## src/rtl/hour_counter_fmt.sv

```systemverilog
// Binary time-field counter (hours, minutes or seconds) with tick carry, edit-mode
// up/down buttons with optional auto-repeat, and a 12/24 h BCD display decode.
module hour_counter_fmt #(
  parameter int MOD           = 24,
  parameter int RESET_VAL     = 0,
  parameter int REPEAT_DELAY  = 0,
  parameter int REPEAT_PERIOD = 1
) (
  input  logic       clk,
  input  logic       rst,
  input  logic       EN,
  input  logic       tick,
  input  logic       up,
  input  logic       down,
  input  logic       forma,
  output logic [6:0] count,
  output logic [7:0] Hora,
  output logic       pm,
  output logic       carry_out,
  output logic       borrow_out
);

  localparam logic [6:0] MAX_V   = 7'(MOD - 1);
  localparam logic [6:0] RESET_V = 7'(RESET_VAL);
  localparam bit         IS_HOUR = (MOD == 24);

  logic       up_q;
  logic       down_q;
  logic       armed;
  logic       rep_fire;
  logic       up_step;
  logic       dn_step;
  logic       up_eff;
  logic       dn_eff;
  logic       inc;
  logic       dec;
  logic [6:0] count_next;
  logic [6:0] disp;

  // armed stays low for the first edge after reset so a button already held
  // through reset release is taken as seen rather than as a fresh press.
  always_ff @(posedge clk or posedge rst) begin
    if (rst) begin
      up_q   <= 1'b0;
      down_q <= 1'b0;
      armed  <= 1'b0;
    end else begin
      up_q   <= up;
      down_q <= down;
      armed  <= 1'b1;
    end
  end

  generate
    if (REPEAT_DELAY > 0) begin : g_rep
      localparam int HW = $clog2(REPEAT_DELAY + 1);
      localparam int PW = (REPEAT_PERIOD > 1) ? $clog2(REPEAT_PERIOD) : 1;
      localparam logic [HW-1:0] DELAY_V  = HW'(REPEAT_DELAY);
      localparam logic [PW-1:0] PER_LAST = PW'(REPEAT_PERIOD - 1);

      logic [HW-1:0] hold_cnt;
      logic [PW-1:0] per_cnt;
      logic          single;
      logic          at_delay;

      assign single   = up ^ down;
      assign at_delay = (hold_cnt == DELAY_V);

      // hold_cnt saturates at the delay; per_cnt then paces the repeat steps.
      always_ff @(posedge clk or posedge rst) begin
        if (rst) begin
          hold_cnt <= '0;
          per_cnt  <= '0;
        end else if (!single) begin
          hold_cnt <= '0;
          per_cnt  <= '0;
        end else if (!at_delay) begin
          hold_cnt <= hold_cnt + HW'(1);
        end else begin
          per_cnt <= (per_cnt == PER_LAST) ? '0 : per_cnt + PW'(1);
        end
      end

      assign rep_fire = single & at_delay & (per_cnt == '0);
    end else begin : g_norep
      assign rep_fire = 1'b0;
    end
  endgenerate

  assign up_step = (armed & up & ~up_q) | (rep_fire & up);
  assign dn_step = (armed & down & ~down_q) | (rep_fire & down);
  assign up_eff  = up_step & ~dn_step;
  assign dn_eff  = dn_step & ~up_step;

  assign inc = EN ? up_eff : tick;
  assign dec = EN & dn_eff;

  always_comb begin
    count_next = count;
    if (inc) begin
      count_next = (count == MAX_V) ? 7'd0 : count + 7'd1;
    end else if (dec) begin
      count_next = (count == 7'd0) ? MAX_V : count - 7'd1;
    end
  end

  always_ff @(posedge clk or posedge rst) begin
    if (rst) begin
      count <= RESET_V;
    end else begin
      count <= count_next;
    end
  end

  assign carry_out  = ~EN & tick & (count == MAX_V);
  assign borrow_out = EN & dn_eff & (count == 7'd0);

  always_comb begin
    disp = count;
    if (IS_HOUR && forma) begin
      if (count == 7'd0) begin
        disp = 7'd12;
      end else if (count > 7'd12) begin
        disp = count - 7'd12;
      end
    end
  end

  assign Hora = {4'(disp / 7'd10), 4'(disp % 7'd10)};
  assign pm   = IS_HOUR && (count >= 7'd12);

endmodule

```

## config.mk

```make
export PLATFORM = sky130hd
export DESIGN_NAME = hour_counter_fmt
export DESIGN_NICKNAME = d
export VERILOG_FILES = /design/src/rtl/hour_counter_fmt.sv
export SDC_FILE = /design/constraint.sdc
export NUM_CORES = 1
export LEC_CHECK = 0
export BUFFER_PORTS_ARGS = -buffer_cell sky130_fd_sc_hd__buf_4
export CORE_ASPECT_RATIO = 1.1
export CORE_MARGIN = 3
export CORE_UTILIZATION = 30
export DETAILED_ROUTE_END_ITERATION = 16
export PLACE_DENSITY_LB_ADDON = 0.2
export SLEW_MARGIN = 20
export SYNTH_ARGS = -nofsm -noshare
export SYNTH_HDL_FRONTEND = slang
export SYNTH_SLANG_ARGS = --single-unit
```

## constraint.sdc

```tcl
create_clock -name clk -period 6.56 [get_ports clk]
set_input_delay 1.312 -clock clk [delete_from_list [all_inputs] [get_ports clk]]
set_output_delay 1.312 -clock clk [all_outputs]
set_load 0.005 [all_outputs]
```

# [Word-level counts from Yosys, hierarchy flattened]
# Index checks and enable logic that the tools add are counted.
[totals] ff_bits=10 inputBits=7
[op_classes] n_addsub=3 div_mod_pow=2 magnitude_cmp=2 n_eq_ne=1 muxes=8 n_bitwise=15 reduce_logical=2
[ops] op="$mux W7" n=7
[ops] op="$and A1 B1 Y1" n=10
[ops] op="$add A7 B1 Y7 const B" n=1
[ops] op="$div A7 B4 Y7 const B" n=1
[ops] op="$eq A7 B5 Y1 const B" n=1
[ops] op="$ge A7 B4 Y1 const B" n=1
[ops] op="$gt A7 B4 Y1 const B" n=1
[ops] op="$logic_not A7 Y1" n=1
[ops] op="$mod A7 B4 Y7 const B" n=1
[ops] op="$sub A7 B1 Y7 const B" n=1
[ops] op="$sub A7 B4 Y7 const B" n=1
[ops] op="$not A1 Y1" n=5
[ops] op="$reduce_bool A2 Y1" n=1
[ops] op="$mux W1" n=1

# [Longest topological paths before layout]
# Gate-level depths: netlist of run 1.
[logic_depth] depth_word=7 mapped_depth=16 mapped_depth_nobuf=15

# [Worst setup path before layout of run 1]
# No wires, ideal clock.
[synth_path] path_kind="input to output" start="input forma" end="output Hora[2]" arrival_time_ns=3.939 required_ns=5.248 setup_slack_ns=1.309 stages=15 path_cell_list="buf_6 and2b_1 buf_4 a211oi_1 o21ai_0 xnor2_1 a32oi_1 a21boi_0 o31ai_1 ha_1 inv_1 or2_2 o22a_1 a22o_1 mux2i_1"
[synth_via] elab_chain_cells=2
[synth_rtl] item="start: declaration" line="15" source="input logic forma,"
[synth_rtl] item="$mux W7" line="120" source="if (IS_HOUR && forma) begin"
[synth_rtl] item="$mod A7 B4 Y7" line="129" source="assign Hora = {4'(disp / 7'd10), 4'(disp % 7'd10)};"
[synth_rtl] item="end: declaration" line="17" source="output logic [7:0] Hora,"
# Every way passes these cells.

# [Worst setup path after layout of run 1]
[layout_path] start="input forma" end="output Hora[1]"
# Same word-level chain as after synthesis.

==> summary.txt, run 1 <==
Clock network
  – CTS resizes: 0
  – Root buffer cell: clkbuf_8
  – Reg clk slew, reported paths: 0.05 ns
  – TritonCTS clock tree: done
  – Clock Tree Buf Depth: 2
  – H-tree levels: 1
  – Clock Latency Late Sink: 0.24 ns
  – Hold buffers post-CTS: 0
  – # clock sinks: 10
  – Postcts setup bufs: 0
  – Inserted Clock Buffers: 3

Timing
  – Slew Limit Headroom: 46.49%
  – Clk_skew: 0.002458 ns
  – Final setup violation count: 0
  – Unrepaired setup endpoints after global routing: false
  – Fmax: 0.1700 GHz
  – Sum of negative setup slack: 0 ns
  – Final min period: 5.881 ns
  – Final Hold Vio Count: 0
  – Worst slew pin tran: 0.8027 ns
  – Part of the cycle the worst path needs: 89.66%
  – Slew Limit Fails: 0

Setup path
  – Setup CP Type: input port to primary output
  – Startpoint types: input port
  – Crit. End Element: primary output
  – WP data required: 5.25 ns
  – Worst EP arrival: 4.57 ns
  – Critical Path Fanout Max: 12

Placed design
  – Placed insts: 261
  – DP HPWL: 3.012 mm
  – Final weighted congestion in routability-driven placement: 0.8317
  – Input/output buffers: 24

Route
  – Via density: 5.668
  – # DRC: 0
  – Initial DRC count: 112
  – Vias after detailed routing: 1,502
  – Drt pass-1 iters: 4
  – Drt total wl: 3.940 mm
  – WL/cell: 14.87 um
  – Post-DRT Antenna Nets: 0

Pwr
  – Pleak: 0.6654 nW
  – VDD IR-drop max: 0.3626 mV
  – P per Cell Area: 510.4 nW/um^2

Layout
  – Final Non-Filler Cells: 265
  – Diode count: 0
  – # fillers: 507
  – Area Growth Syn to Fin: 16.08%
  – Nets: 227
  – Share of layout cells above drive strength 1: 18.01%
  – Core Util, Final: 37.41%

Synth
  – Post-synth EDFFs: 0
  – Sequential element share of the synthesized area: 17.48%
  – Syn Nets: 210
  – Synthesized-area fraction occupied by adder cells: 6.993%
  – Mux share of post-synthesis cell area: 0.6993%
  – Cells after Synth: 195
  – Yosys top cell by area: dfrtp_1
  – Synth top area cells: dfrtp_1 (17%), ha_1 (7.0%), nand2_1 (5.5%)
  – Ys async rst share: 100.0%
  – Post-synth top cells: nand2_1 (21), nor2_1 (14), o21ai_0 (14)
  – Syn_area_per_cell: 7.340 um^2
  – Post-Syn Area: 1431 um^2
  – Largest family of logic cells by synthesized area: compound AO/OA/AOI/OAI gates
  – Synth Warn #: 0
  – Yosys reg bits: 10
  – Netlist cell types: 57
  – Most frequent cell after synthesis: nand2_1
  – Compound-Gate Fraction of Synth Area: 36.89%
  – Synth Area in Simple Gates: 25.44%
  – Most used DFF post-synth: dfrtp_1
  – Yosys top cell area share: 17.48%
  – XOR/XNOR Fraction of Synth Area: 4.283%

Run
  – Number of max-cap violations: 0

Run status
  – Status: complete, no violations

Global route
  – Tot GR Track Use: 15.04%
  – Initial antenna violation count: 0
  – Pin count of the biggest net entering global routing: 22
  – GRT overflow: 0
  – First-pass GRT wire length: 6.920 mm
  – Vias in the first global route: 1,414

Worst hold path
  – Hold Crit Class: register to register

Floorplan
  – Initial Utilization: 32.23%
  – Die area: 5637 um^2
  – Die span in y: 78.45 um
  – Core ar.: 4442 um^2
  – Top Ports: 25
  – Rows: 25
  – Chip width: 71.86 um
[worst paths after layout]
path / startpoint / endpoint / slack [ns] / cells past startpoint
max in group asynchronous: rst / count[4] / 5.23 / 2
min in group asynchronous: rst / count[2] / 1.05 / 2
min: armed / count[0] / 0.69 / 2
max: forma / Hora[1] / 0.68 / 15
min reg2reg: armed / count[0] / 0.69 / 2
max reg2reg: count[4] / count[4] / 4.45 / 7
[stage by stage]
| stage | total power, mW | hold slack, ns | area (um^2) | setup slack, ns |
|---|---|---|---|---|
| global route | 0.9507 | 0.7482 | 1662 | 0.2745 |
| floorplan | 0.5640 | 0.6111 | 1431 | 1.309 |
| finish | 0.8481 | 0.6889 | 1662 | 0.6786 |
| detailed placement | 0.7738 | 0.6827 | 1607 | 0.6717 |
| global placement | 0.7745 | 0.6837 | 1607 | 0.7368 |
| CTS | 0.8574 | 0.6911 | 1662 | 0.6744 |
[routing by layer]
metal	GRT usage [%]	share of wire, %
met1	21.03	49
met2	23.90	45
met5	0	0
met4	2.820	1.2
met3	2.945	3.9
[layout by cell type (no fill, tap or decap), drive strengths merged, types with 5 or more instances in the layout]
cell	instances
nand3	10
nor2	14
ha	8
o21ai	16
dfrtp	10
xnor2	6
buf	24
nand2	21
inv	11
nand2b	5
nor3	6
a31oi	5
a21oi	14
[state kept, by name (all words and copies together), names as in the netlist]
register,flops
armed,1
count,7
up_q,1
down_q,1
[kinds of logic after synthesis]
family | after synthesis
mux | 1
buf+inv | 23
xor+xnor | 7
other cells | 1
flops | 10
fa+ha+maj | 8
compound gates | 73
simple gates | 72
[critical path: stages]
cell	delay, ns
buf_4	0.16
and2b_1	0.37
xnor2_1	0.23
o2bb2ai_1	0.20
a22oi_1	0.27
nand2_1	0.17
a21boi_0	0.16
o31ai_1	0.33
ha_1	0.26
inv_1	0.06
or2_2	0.30
o22a_1	0.19
a22o_1	0.28
xnor2_1	0.13
buf_4	0.15
[power by group]
group	switching, mW	total (mW)	internal (mW)
registers	0.0666	0.146	0.0793
logic	0.320	0.624	0.303
clock network	0.0258	0.0787	0.0529
total	0.413	0.848	0.435
[cell type report]
type / instances / area, um^2 / area share, %
timing repair buffer: 24 / 180.2 / 10.84
multi-input combinational: 162 / 1067 / 64.23
sequential: 10 / 250.2 / 15.06
tap: 54 / 67.56 / 4.066
clock buffer: 4 / 55.05 / 3.313
inverter: 11 / 41.29 / 2.485
Power figures use the tool's default switching activity.
==> run 2: changes to the inputs <==
--- a/config.mk
+++ b/config.mk
@@ -5,11 +5,11 @@
 export SDC_FILE = /design/constraint.sdc
 export NUM_CORES = 1
 export LEC_CHECK = 0
-export BUFFER_PORTS_ARGS = -buffer_cell sky130_fd_sc_hd__buf_4
 export CORE_ASPECT_RATIO = 1.1
 export CORE_MARGIN = 3
 export CORE_UTILIZATION = 30
 export DETAILED_ROUTE_END_ITERATION = 16
+export DONT_BUFFER_PORTS = 1
 export PLACE_DENSITY_LB_ADDON = 0.2
 export SLEW_MARGIN = 20
 export SYNTH_ARGS = -nofsm -noshare
==> run 2 against run 1 <==
Net effect:
- clock-buffer cell count stayed put
- maximum frequency is 4.3% higher
- worst hold slack worse by 0.013 ns
- clock power is 1% higher
- cell count is 9.1% lower
- critical path depth is 2 lower
- total power is 14% lower
- sequential share of layout area is 1.8 points higher
- critical path type unchanged
- register-to-register slack better by 0.02 ns
- core utilization is 4.1 points lower
- combinational power is 20% lower
- largest power group unchanged
- sequential power hardly changed
==> summary.txt, run 2 (synthesis gave the netlist of run 1 again) <==
Placed design
  – Final weighted congestion in routability-driven placement: 0.8258 (was 0.8317)
  – Input/output buffers: 0 (was 24)
  – DP Area: 1426 um^2 (was 1607 um^2)
  – DP HPWL: 2.933 mm (was 3.012 mm)

Floorplan
  – Core ar.: 4442 um^2 (unchanged)
  – Top Ports: 25 (unchanged)
  – Initial Utilization: 32.23% (unchanged)
  – Rows: 25 (unchanged)
  – Die area: 5637 um^2 (unchanged)
  – Die span in y: 78.45 um (unchanged)
  – Chip width: 71.86 um (unchanged)

Worst hold path
  – Hold Crit Class: register to register (unchanged)

Pwr
  – Sequential power share: 20.4% (was 17.2%)
  – Sw Share: 54.11% (was 48.66%)
  – Final total power: 0.7302 mW (was 0.8481 mW)
  – Power share of the clock group: 10.9% (was 9.3%)
  – P_sw: 0.3951 mW (was 0.4127 mW)
  – Pleak: 0.5477 nW (was 0.6654 nW)
  – P per Cell Area: 492.9 nW/um^2 (was 510.4 nW/um^2)
  – Comb pwr share: 68.7% (was 73.5%)
  – VDD IR-drop max: 0.3089 mV (was 0.3626 mV)
  – Pint: 0.3351 mW (was 0.4354 mW)

Run
  – Number of max-cap violations: 0 (unchanged)

Route
  – Drt total wl: 3.849 mm (was 3.940 mm)
  – Post-DRT Antenna Nets: 0 (unchanged)
  – Initial DRC count: 77 (was 112)
  – Via density: 5.859 (was 5.668)
  – WL/cell: 15.97 um (was 14.87 um)
  – Drt pass-1 iters: 4 (unchanged)
  – Vias after detailed routing: 1,412 (was 1,502)
  – # DRC: 0 (unchanged)

Timing
  – Final Hold Vio Count: 0 (unchanged)
  – Slew Limit Fails: 0 (unchanged)
  – Final min period: 5.640 ns (was 5.881 ns)
  – Unrepaired setup endpoints after global routing: false (unchanged)
  – Hold WS: 0.6759 ns (was 0.6889 ns)
  – Final setup violation count: 0 (unchanged)
  – Part of the cycle the worst path needs: 85.97% (was 89.66%)
  – Clk_skew: 0.004638 ns (was 0.002458 ns)
  – Sum of negative setup slack: 0 ns (unchanged)
  – Worst slew pin tran: 0.7846 ns (was 0.8027 ns)
  – Fmax: 0.1773 GHz (was 0.1700 GHz)
  – Slew Limit Headroom: 47.69% (was 46.49%)

Global route
  – Vias in the first global route: 1,376 (was 1,414)
  – Initial antenna violation count: 0 (unchanged)
  – GRT overflow: 0 (unchanged)
  – Tot GR Track Use: 14.59% (was 15.04%)
  – Pin count of the biggest net entering global routing: 22 (unchanged)
  – First-pass GRT wire length: 6.734 mm (was 6.920 mm)

Setup path
  – CP max stage delay: 0.35 ns (was 0.37 ns)
  – Critical Path, Cell by Cell: and2b_1, xnor2_1, o2bb2ai_1, a22oi_1, nand2_1, a21boi_0, o31ai_1, ha_1, inv_1, or2_2, o22a_1, a22o_1, mux2i_1 (was buf_4, and2b_1, xnor2_1, o2bb2ai_1, a22oi_1, nand2_1, a21boi_0, o31ai_1, ha_1, inv_1, or2_2, o22a_1, a22o_1, xnor2_1, buf_4)
  – Slowest CP cell: and2b_1 (unchanged)
  – Setup CP Type: input port to primary output (unchanged)
  – Crit. End Element: primary output (unchanged)
  – WP data required: 5.25 ns (about the same)
  – Worst EP arrival: 4.33 ns (was 4.57 ns)
  – Startpoint types: input port (unchanged)
  – Critical Path Fanout Max: 12 (unchanged)

Layout
  – Share of layout cells above drive strength 1: 7.487% (was 18.01%)
  – Most common cell after layout, fill and taps aside: nand2_1 (was buf_4)
  – Area Growth Syn to Fin: 3.496% (was 16.08%)
  – Biggest register: count (unchanged)
  – Max FFs per register: 7 (unchanged)
  – Multi-input gate area in the final layout: 1067 um^2 (unchanged)
  – Design area: 1481 um^2 (was 1662 um^2)
  – Most frequent cells in the layout: nand2_1 (21), o21ai_0 (14), nor2_1 (14), a21oi_1 (13), inv_1 (11) (was buf_4 (24), nand2_1 (21), o21ai_0 (14), nor2_1 (14), a21oi_1 (13))
  – # fillers: 510 (was 507)
  – Nets: 203 (was 227)
  – Diode count: 0 (unchanged)
  – Core Util, Final: 33.35% (was 37.41%)
  – FF/Latch Area: 250.2 um^2 (unchanged)

Clock network
  – Inserted Clock Buffers: 3 (unchanged)
  – Hold buffers post-CTS: 0 (unchanged)
  – Clock Tree Buf Depth: 2 (unchanged)
  – Postcts setup bufs: 0 (unchanged)
  – Reg clk slew, reported paths: 0.05 ns (about the same)
  – CTS resizes: 0 (unchanged)
  – Clock Latency Late Sink: 0.24 ns (about the same)
  – TritonCTS clock tree: done (unchanged)
  – H-tree levels: 1 (unchanged)
  – # clock sinks: 10 (unchanged)
  – Root buffer cell: clkbuf_8 (unchanged)

Run status
  – Status: complete, no violations (unchanged)
## run 2: changes by cell type in the layout (fill, tap and decap cells not counted)
cell / change
buf_4: -24
## run 2: worst paths after layout
path                             to  cells past startpoint  slack [ns]     start
setup / recovery            Hora[2]                     13        0.92     forma
hold / removal             count[0]                      2        0.68     armed
setup reg to reg           count[4]                      7        4.47  count[4]
hold reg to reg            count[0]                      2        0.68     armed
max in group asynchronous  count[5]                      1        5.35       rst
min in group asynchronous      up_q                      1        0.93       rst
## run 2: through the flow
step | cells | worst slack (ns)
2_1_floorplan | 195 | 1.309
3_5_place_dp | 237 | 0.9471
4_1_cts | 241 | 0.9456
6_report | 241 | 0.9204
5_1_grt | 241 | 0.6003
3_3_place_gp | 237 | 0.9626
## run 2: critical path, delay by kind of cell
| kind | cells | cell delay (ns) |
|---|---|---|
| xor+xnor | 1 | 0.22 |
| compound gates | 6 | 1.43 |
| fa+ha+maj | 1 | 0.26 |
| buf+inv | 1 | 0.06 |
| simple gates | 3 | 0.83 |
| mux | 1 | 0.21 |
## run 2: area by class of cell
cell class | count | share of cell area [%]
sequential | 10 | 16.89
multi-input combinational | 162 | 72.04
clock buffer | 4 | 3.716
tap | 54 | 4.561
inverter | 11 | 2.787
## run 2: power by group through the flow
stage / combinational (mW) / sequential [mW] / clock (mW)
after CTS: 0.500 / 0.150 / 0.0814
final: 0.501 / 0.149 / 0.0796
after global placement: 0.503 / 0.153 / 0
after floorplan: 0.462 / 0.102 / 0
after global routing: 0.568 / 0.157 / 0.0847
after detailed placement: 0.499 / 0.151 / 0
## run 2: layer usage
layer  GRT usage, %  vias up  wire length [um]  share of wire [%]
met1          18.50      664              1788                 46
li1               -      707                 -                  -
met2          24.82       35              1793                 47
met4          2.820        0                38               0.99
met5              0        -                 0                  0
met3          3.713        6               228                5.9
